$ cat src/rtl/i2s_pkg.sv
// Shared constants and helpers for the parametrised I2S / left-justified transmitter.
package i2s_pkg;

  localparam int unsigned MODE_I2S = 0;
  localparam int unsigned MODE_LJ  = 1;

  // Counter width able to hold 0..n-1 (at least one bit).
  function automatic int unsigned cnt_w(input int unsigned n);
    return (n > 1) ? $clog2(n) : 1;
  endfunction

endpackage

$ cat src/rtl/i2s_clkgen.sv
// Bit-clock divider, bit counter and falling-event / frame-load strobes.
module i2s_clkgen
  import i2s_pkg::*;
#(
  parameter  int unsigned SLOT_W    = 32,
  parameter  int unsigned SCLK_HALF = 8,
  localparam int unsigned DIV_W     = cnt_w(SCLK_HALF),
  localparam int unsigned BC_W      = cnt_w(2 * SLOT_W)
) (
  input  logic            clk,
  input  logic            rst_n,
  output logic            sclk,
  output logic [BC_W-1:0] bc_nxt_c,
  output logic            fall_c,
  output logic            load_c
);

  localparam logic [DIV_W-1:0] DIV_LAST = DIV_W'(SCLK_HALF - 1);
  localparam logic [BC_W-1:0]  BC_LAST  = BC_W'(2 * SLOT_W - 1);

  logic [DIV_W-1:0] div;
  logic [BC_W-1:0]  bc;
  logic             wrap_c;

  // Strobes: a falling event is the divider wrap while sclk is high.
  always_comb begin
    wrap_c   = (div == DIV_LAST);
    fall_c   = wrap_c & sclk;
    load_c   = fall_c & (bc == BC_LAST);
    bc_nxt_c = (bc == BC_LAST) ? '0 : bc + BC_W'(1);
  end

  // Divider, bit clock and bit counter.
  always_ff @(posedge clk or negedge rst_n) begin
    if (!rst_n) begin
      div  <= '0;
      sclk <= 1'b0;
      bc   <= '0;
    end else begin
      div <= wrap_c ? '0 : div + DIV_W'(1);
      if (wrap_c) sclk <= ~sclk;
      if (fall_c) bc <= bc_nxt_c;
    end
  end

endmodule

$ cat src/rtl/i2s_tx_param.sv
// Stereo I2S / left-justified transmitter with a one-frame holding buffer and underrun reporting.
module i2s_tx_param
  import i2s_pkg::*;
#(
  parameter int unsigned SAMPLE_W  = 24,
  parameter int unsigned SLOT_W    = 32,
  parameter int unsigned SCLK_HALF = 8,
  parameter int unsigned MODE      = 0
) (
  input  logic                clk48m,
  input  logic                rst_n,
  input  logic [SAMPLE_W-1:0] sample_l,
  input  logic [SAMPLE_W-1:0] sample_r,
  input  logic                sample_valid,
  output logic                sample_ready,
  input  logic                mute,
  output logic                sclk,
  output logic                lrclk,
  output logic                dout,
  output logic                frame_start,
  output logic                underrun
);

  localparam int unsigned BC_W    = cnt_w(2 * SLOT_W);
  localparam int unsigned FRAME_W = 2 * SLOT_W;

  logic [BC_W-1:0]     bc_nxt_c;
  logic                fall_c;
  logic                load_c;
  logic                accept_c;
  logic                full;
  logic [SAMPLE_W-1:0] hold_l, hold_r;
  logic [SAMPLE_W-1:0] last_l, last_r;
  logic [SAMPLE_W-1:0] src_l_c, src_r_c;
  logic [FRAME_W-1:0]  shreg;
  logic [FRAME_W-1:0]  frame_c;
  logic [FRAME_W-1:0]  shreg_nxt_c;
  logic                lr_nxt_c;
  logic                dout_nxt_c;

  i2s_clkgen #(
    .SLOT_W    (SLOT_W),
    .SCLK_HALF (SCLK_HALF)
  ) u_clkgen (
    .clk      (clk48m),
    .rst_n    (rst_n),
    .sclk     (sclk),
    .bc_nxt_c (bc_nxt_c),
    .fall_c   (fall_c),
    .load_c   (load_c)
  );

  assign accept_c = sample_valid & sample_ready;

  // Frame source selection (fresh pair, repeat of last pair, or mute) and shift update.
  always_comb begin
    src_l_c = hold_l;
    src_r_c = hold_r;
    if (!full) begin
      src_l_c = last_l;
      src_r_c = last_r;
    end
    frame_c = (FRAME_W'(src_l_c) << (FRAME_W - SAMPLE_W)) |
              (FRAME_W'(src_r_c) << (SLOT_W - SAMPLE_W));
    if (mute) frame_c = '0;
    shreg_nxt_c = shreg;
    if (load_c) begin
      shreg_nxt_c = frame_c;
    end else if (fall_c) begin
      shreg_nxt_c = {shreg[FRAME_W-2:0], 1'b0};
    end
  end

  // Mode mux: LJ shows the new MSB, I2S shows the MSB from one bit earlier.
  always_comb begin
    if (MODE == MODE_LJ) begin
      lr_nxt_c   = (bc_nxt_c >= BC_W'(SLOT_W));
      dout_nxt_c = shreg_nxt_c[FRAME_W-1];
    end else begin
      lr_nxt_c   = (bc_nxt_c >= BC_W'(SLOT_W - 1)) && (bc_nxt_c <= BC_W'(2 * SLOT_W - 2));
      dout_nxt_c = shreg[FRAME_W-1];
    end
  end

  // Holding buffer, last-pair memory and ready handshake.
  always_ff @(posedge clk48m or negedge rst_n) begin
    if (!rst_n) begin
      full         <= 1'b0;
      hold_l       <= '0;
      hold_r       <= '0;
      last_l       <= '0;
      last_r       <= '0;
      sample_ready <= 1'b1;
    end else begin
      if (accept_c) begin
        hold_l <= sample_l;
        hold_r <= sample_r;
        full   <= 1'b1;
      end else if (load_c) begin
        full <= 1'b0;
      end
      if (load_c && full) begin
        last_l <= hold_l;
        last_r <= hold_r;
      end
      if (accept_c) begin
        sample_ready <= 1'b0;
      end else if (frame_start && !full) begin
        sample_ready <= 1'b1;
      end
    end
  end

  // Shift register and serial outputs.
  always_ff @(posedge clk48m or negedge rst_n) begin
    if (!rst_n) begin
      shreg       <= '0;
      lrclk       <= 1'b0;
      dout        <= 1'b0;
      frame_start <= 1'b0;
      underrun    <= 1'b0;
    end else begin
      shreg       <= shreg_nxt_c;
      frame_start <= load_c;
      underrun    <= load_c & ~full & ~mute;
      if (fall_c) begin
        lrclk <= lr_nxt_c;
        dout  <= dout_nxt_c;
      end
    end
  end

endmodule

$ cat config.mk
export PLATFORM = sky130hd
export DESIGN_NAME = i2s_tx_param
export DESIGN_NICKNAME = d
export VERILOG_FILES = /design/src/rtl/i2s_pkg.sv /design/src/rtl/i2s_clkgen.sv /design/src/rtl/i2s_tx_param.sv
export SDC_FILE = /design/constraint.sdc
export NUM_CORES = 1
export LEC_CHECK = 0
export CAP_MARGIN = 25
export CORE_UTILIZATION = 40
export CTS_CLUSTER_SIZE = 30
export DETAILED_ROUTE_END_ITERATION = 12
export PLACE_DENSITY_LB_ADDON = 0.05
export SLEW_MARGIN = 15
export SYNTH_ARGS = -nofsm -noshare
export SYNTH_HDL_FRONTEND = slang
export SYNTH_SLANG_ARGS = --single-unit
$ cat constraint.sdc
create_clock -name clk48m -period 3.15 [get_ports clk48m]
set_input_delay 0.63 -clock clk48m [delete_from_list [all_inputs] [get_ports clk48m]]
set_output_delay 0.63 -clock clk48m [all_outputs]
set_load 0.01 [all_outputs]
==> impl_results.md <==
* Port buffer count at 57
* Post-detailed-route count of antenna-violating nets at 0
* Die area at roughly 19,000 um^2
* TritonCTS clock tree: done
* Total cell area at the placement stage at 8160 um^2
* Sequential-to-total area share from yosys stat at roughly 57%
* Number of design rule violations left after detail routing at 0
* Outcome: completed
* Share of final-layout standard cells stronger than drive strength 1 at a little over a fifth
* Horizontal die dimension at ~140 um
* Setup repair after global routing missed its margin: false
* Peak supply drop at between 300 and 400 uV
* Arrival time at the worst endpoint at around 2.6 ns
* Accumulated negative setup slack at 0 ns
* Required time worst endpoint at about 3.5 ns
* Setup slack after placement at roughly 0.83 ns
* Clock-pin slew on the worst setup and hold paths at ~0.060 ns
* Count of placed standard cells in the final layout, fillers left out at between 900 and 1,000
* Number of failing hold endpoints at the final stage at 0
* Number of buffers inserted by post-CTS setup repair at 0
* CP startpoint kind: flip-flop
* Count of flip-flops with a built-in enable after synthesis at 0
* Commonest non-fill, non-tap cell in the layout: sky130_fd_sc_hd__dfrtp_1
* Length of the first detailed-routing pass in iterations at 4
* DR WL/cell at between 10 and 15 um
* Post-synthesis cell count at roughly 630
* Worst-Skew Late Latency at between 0.4 and 0.5 ns
* Worst setup margin at between 0.8 and 0.9 ns
* Number of standard-cell rows in the floorplan at between 40 and 50
* Post-detailed-placement half-perimeter wirelength at about 8000 um
* Flop and latch count out of synthesis at approximately 170
* Ys flop type: sky130_fd_sc_hd__dfrtp_1
* Ratio of routed vias to standard cells at roughly 5
* Maximum number of pins on one net before global-route repair at between 90 and 100
* Final #Nets at roughly 730
* Synthesized Nets at 685
* Headroom to the max-slew limit at 34.8%
* Power density relative to cell area at ~530 nW/um^2
* Final cycle utilization of the critical path at between 70% and 80%
* Sinks on Clock Net at 168
* Proportion of synthesized flip-flops having asynchronous set or reset at 100%
* TritonCTS buffer count at 17
* Final standard cell area without fillers at just under 9000 um^2
* CTS root buffer: sky130_fd_sc_hd__clkbuf_16
* Avg Synthesized Cell Area at 11.8 um^2
* Overall global routing resource usage at roughly 16%
* Number of pins exceeding their max-slew limit in the final report at 0
* I/O pins at 58
* Core Box Area at around 18,000 um^2
* Leakage power summed over all cells at approximately 4.4 nW
* # H-tree levels at 4
* Placed cell count at approximately 880
* Count of endpoints failing setup in the final report at 0
* Iteration-0 DRC Markers at 155
* Layout Area Growth over Synthesis at 18.4%
* Hold/Removal Path Class: in2async
* Time the worst path needs with I/O delays and setup at ~2.3 ns
* Number of different library cells in the post-synthesis netlist at 34
* Global-route wire length before repair at 23,100 um
* Initial core utilization at about 40%
* Via count of the first global-routing pass at ~4,800
* Maximum capacitance violations at 0
* Global route overflow at 0
* Vias at 4,671
* Commonest cells after routing, fill and taps aside: sky130_fd_sc_hd__dfrtp_1, sky130_fd_sc_hd__mux2_2, sky130_fd_sc_hd__nand2_1
* Wire length reported by the detailed router at ~13,000 um
* Number of antenna violations at the first check in global routing at 0
* Final core utilization at 48.6%
* Antenna Diode Count at 0
* Clock skew at 0.0137 ns
* Hold buffers post-CTS at 0
* Global placer's final weighted congestion at just over 0.7
* CTS resizes at 0
* Endpoint class of the critical path: flip-flop
* Highest clock frequency the design can meet at 436 MHz
* Transition time of the tightest slew-check pin at ~0.98 ns
* Buffers from clock root to sink, at most at 2
* Height of the chip at 138 um
* CP Max Fanout at 42
* Crit path kind: reg2reg
* Number of warnings issued by yosys at 0
* Post-synthesis instance area at around 7400 um^2
-- stage by stage --
stage	hold WS [ns]	power, mW
after floorplan	0.334	2.42
after CTS	0.248	4.72
after global placement	0.422	2.56
after detailed placement	0.423	2.56
final	0.208	4.63
after global routing	0.261	4.84
-- sequential cells by signal, indices dropped and copies added (netlist names) --
name	flops
last_r	24
hold_r	24
frame_start	1
dout	1
underrun	1
hold_l	24
sample_ready	1
lrclk	1
full	1
last_l	24
u_clkgen.bc	6
u_clkgen.div	3
shreg	56
u_clkgen.sclk	1
-- Yosys cell counts (2+ instances only) --
cell	instances	area [um^2]
sky130_fd_sc_hd__nor3_1	47	235
sky130_fd_sc_hd__buf_6	3	33.8
sky130_fd_sc_hd__dfrtp_1	167	4180
sky130_fd_sc_hd__ha_1	5	62.6
sky130_fd_sc_hd__buf_1	4	15.0
sky130_fd_sc_hd__mux2_4	20	300
sky130_fd_sc_hd__nand2_1	78	293
sky130_fd_sc_hd__xnor2_1	2	17.5
sky130_fd_sc_hd__xor2_1	2	17.5
sky130_fd_sc_hd__a21oi_1	48	240
sky130_fd_sc_hd__nand4_1	2	12.5
sky130_fd_sc_hd__buf_2	11	55.1
sky130_fd_sc_hd__mux2i_1	48	480
sky130_fd_sc_hd__clkbuf_1	28	105
sky130_fd_sc_hd__nor2_1	4	15.0
sky130_fd_sc_hd__and3_1	2	12.5
sky130_fd_sc_hd__inv_1	3	11.3
sky130_fd_sc_hd__mux2_2	76	856
sky130_fd_sc_hd__o21ai_0	63	315
-- critical path, cell delays in order, from the launching register on --
cell and delay, ns:
sky130_fd_sc_hd__dfrtp_1 0.38, sky130_fd_sc_hd__ha_1 0.20, sky130_fd_sc_hd__ha_1 0.26, sky130_fd_sc_hd__nand2_4 0.32, sky130_fd_sc_hd__nor2_2 0.10, sky130_fd_sc_hd__nand2_2 0.08
sky130_fd_sc_hd__buf_4 0.42, sky130_fd_sc_hd__mux2_2 0.39
-- final cells by class --
type	instances	area, um^2
repair buffers	67	667
clock buffers	25	485
clock inverters	7	116
multi-input cells	411	2980
well taps	229	287
inverters	3	11.3
flip-flops and latches	168	4210
fillers	1625	9270
-- path summary, 6_finish.rpt --
| kind | cells after the start | end | startpoint | slack [ns] |
|---|---|---|---|---|
| worst max-delay path | 7 | last_r[3]$_DFFE_PN0P_ | u_clkgen.div[0]$_DFF_PN0_ | 0.86 |
| min in group clk48m | 1 | u_clkgen.div[0]$_DFF_PN0_ | u_clkgen.div[0]$_DFF_PN0_ | 0.44 |
| worst min register to register | 1 | u_clkgen.div[0]$_DFF_PN0_ | u_clkgen.div[0]$_DFF_PN0_ | 0.44 |
| worst min-delay path | 1 | hold_r[7]$_DFFE_PN0P_ | rst_n | 0.21 |
| max in group asynchronous | 2 | hold_r[19]$_DFFE_PN0P_ | rst_n | 2.08 |
| worst max register to register | 7 | last_r[3]$_DFFE_PN0P_ | u_clkgen.div[0]$_DFF_PN0_ | 0.86 |
-- cells by family after synthesis --
family / count (synthesis) / synth area share [%]
DFF: 168 / 56.9
muxes: 144 / 22.1
and+or+nand+nor: 142 / 8.66
AOI/OAI and AO/OA: 116 / 8.07
buffers and inverters: 49 / 2.98
adders and majority gates: 5 / 0.846
xor gates and xnor gates: 4 / 0.474
-- per-layer routing --
layer / GRT usage, % / vias up / part of all wire, %
met5: 0 / - / 0
met4: 4.17 / 0 / 0.64
met3: 4.71 / 9 / 3.0
met2: 26.4 / 58 / 47
met1: 19.8 / 2308 / 49
li1: - / 2296 / -
-- report_power, final --
group	switching [mW]	internal [mW]
registers	0.0544	2.23
logic	0.0952	0.135
clock network	0.808	1.31
No activity file was read; power rests on OpenSTA's default activity.
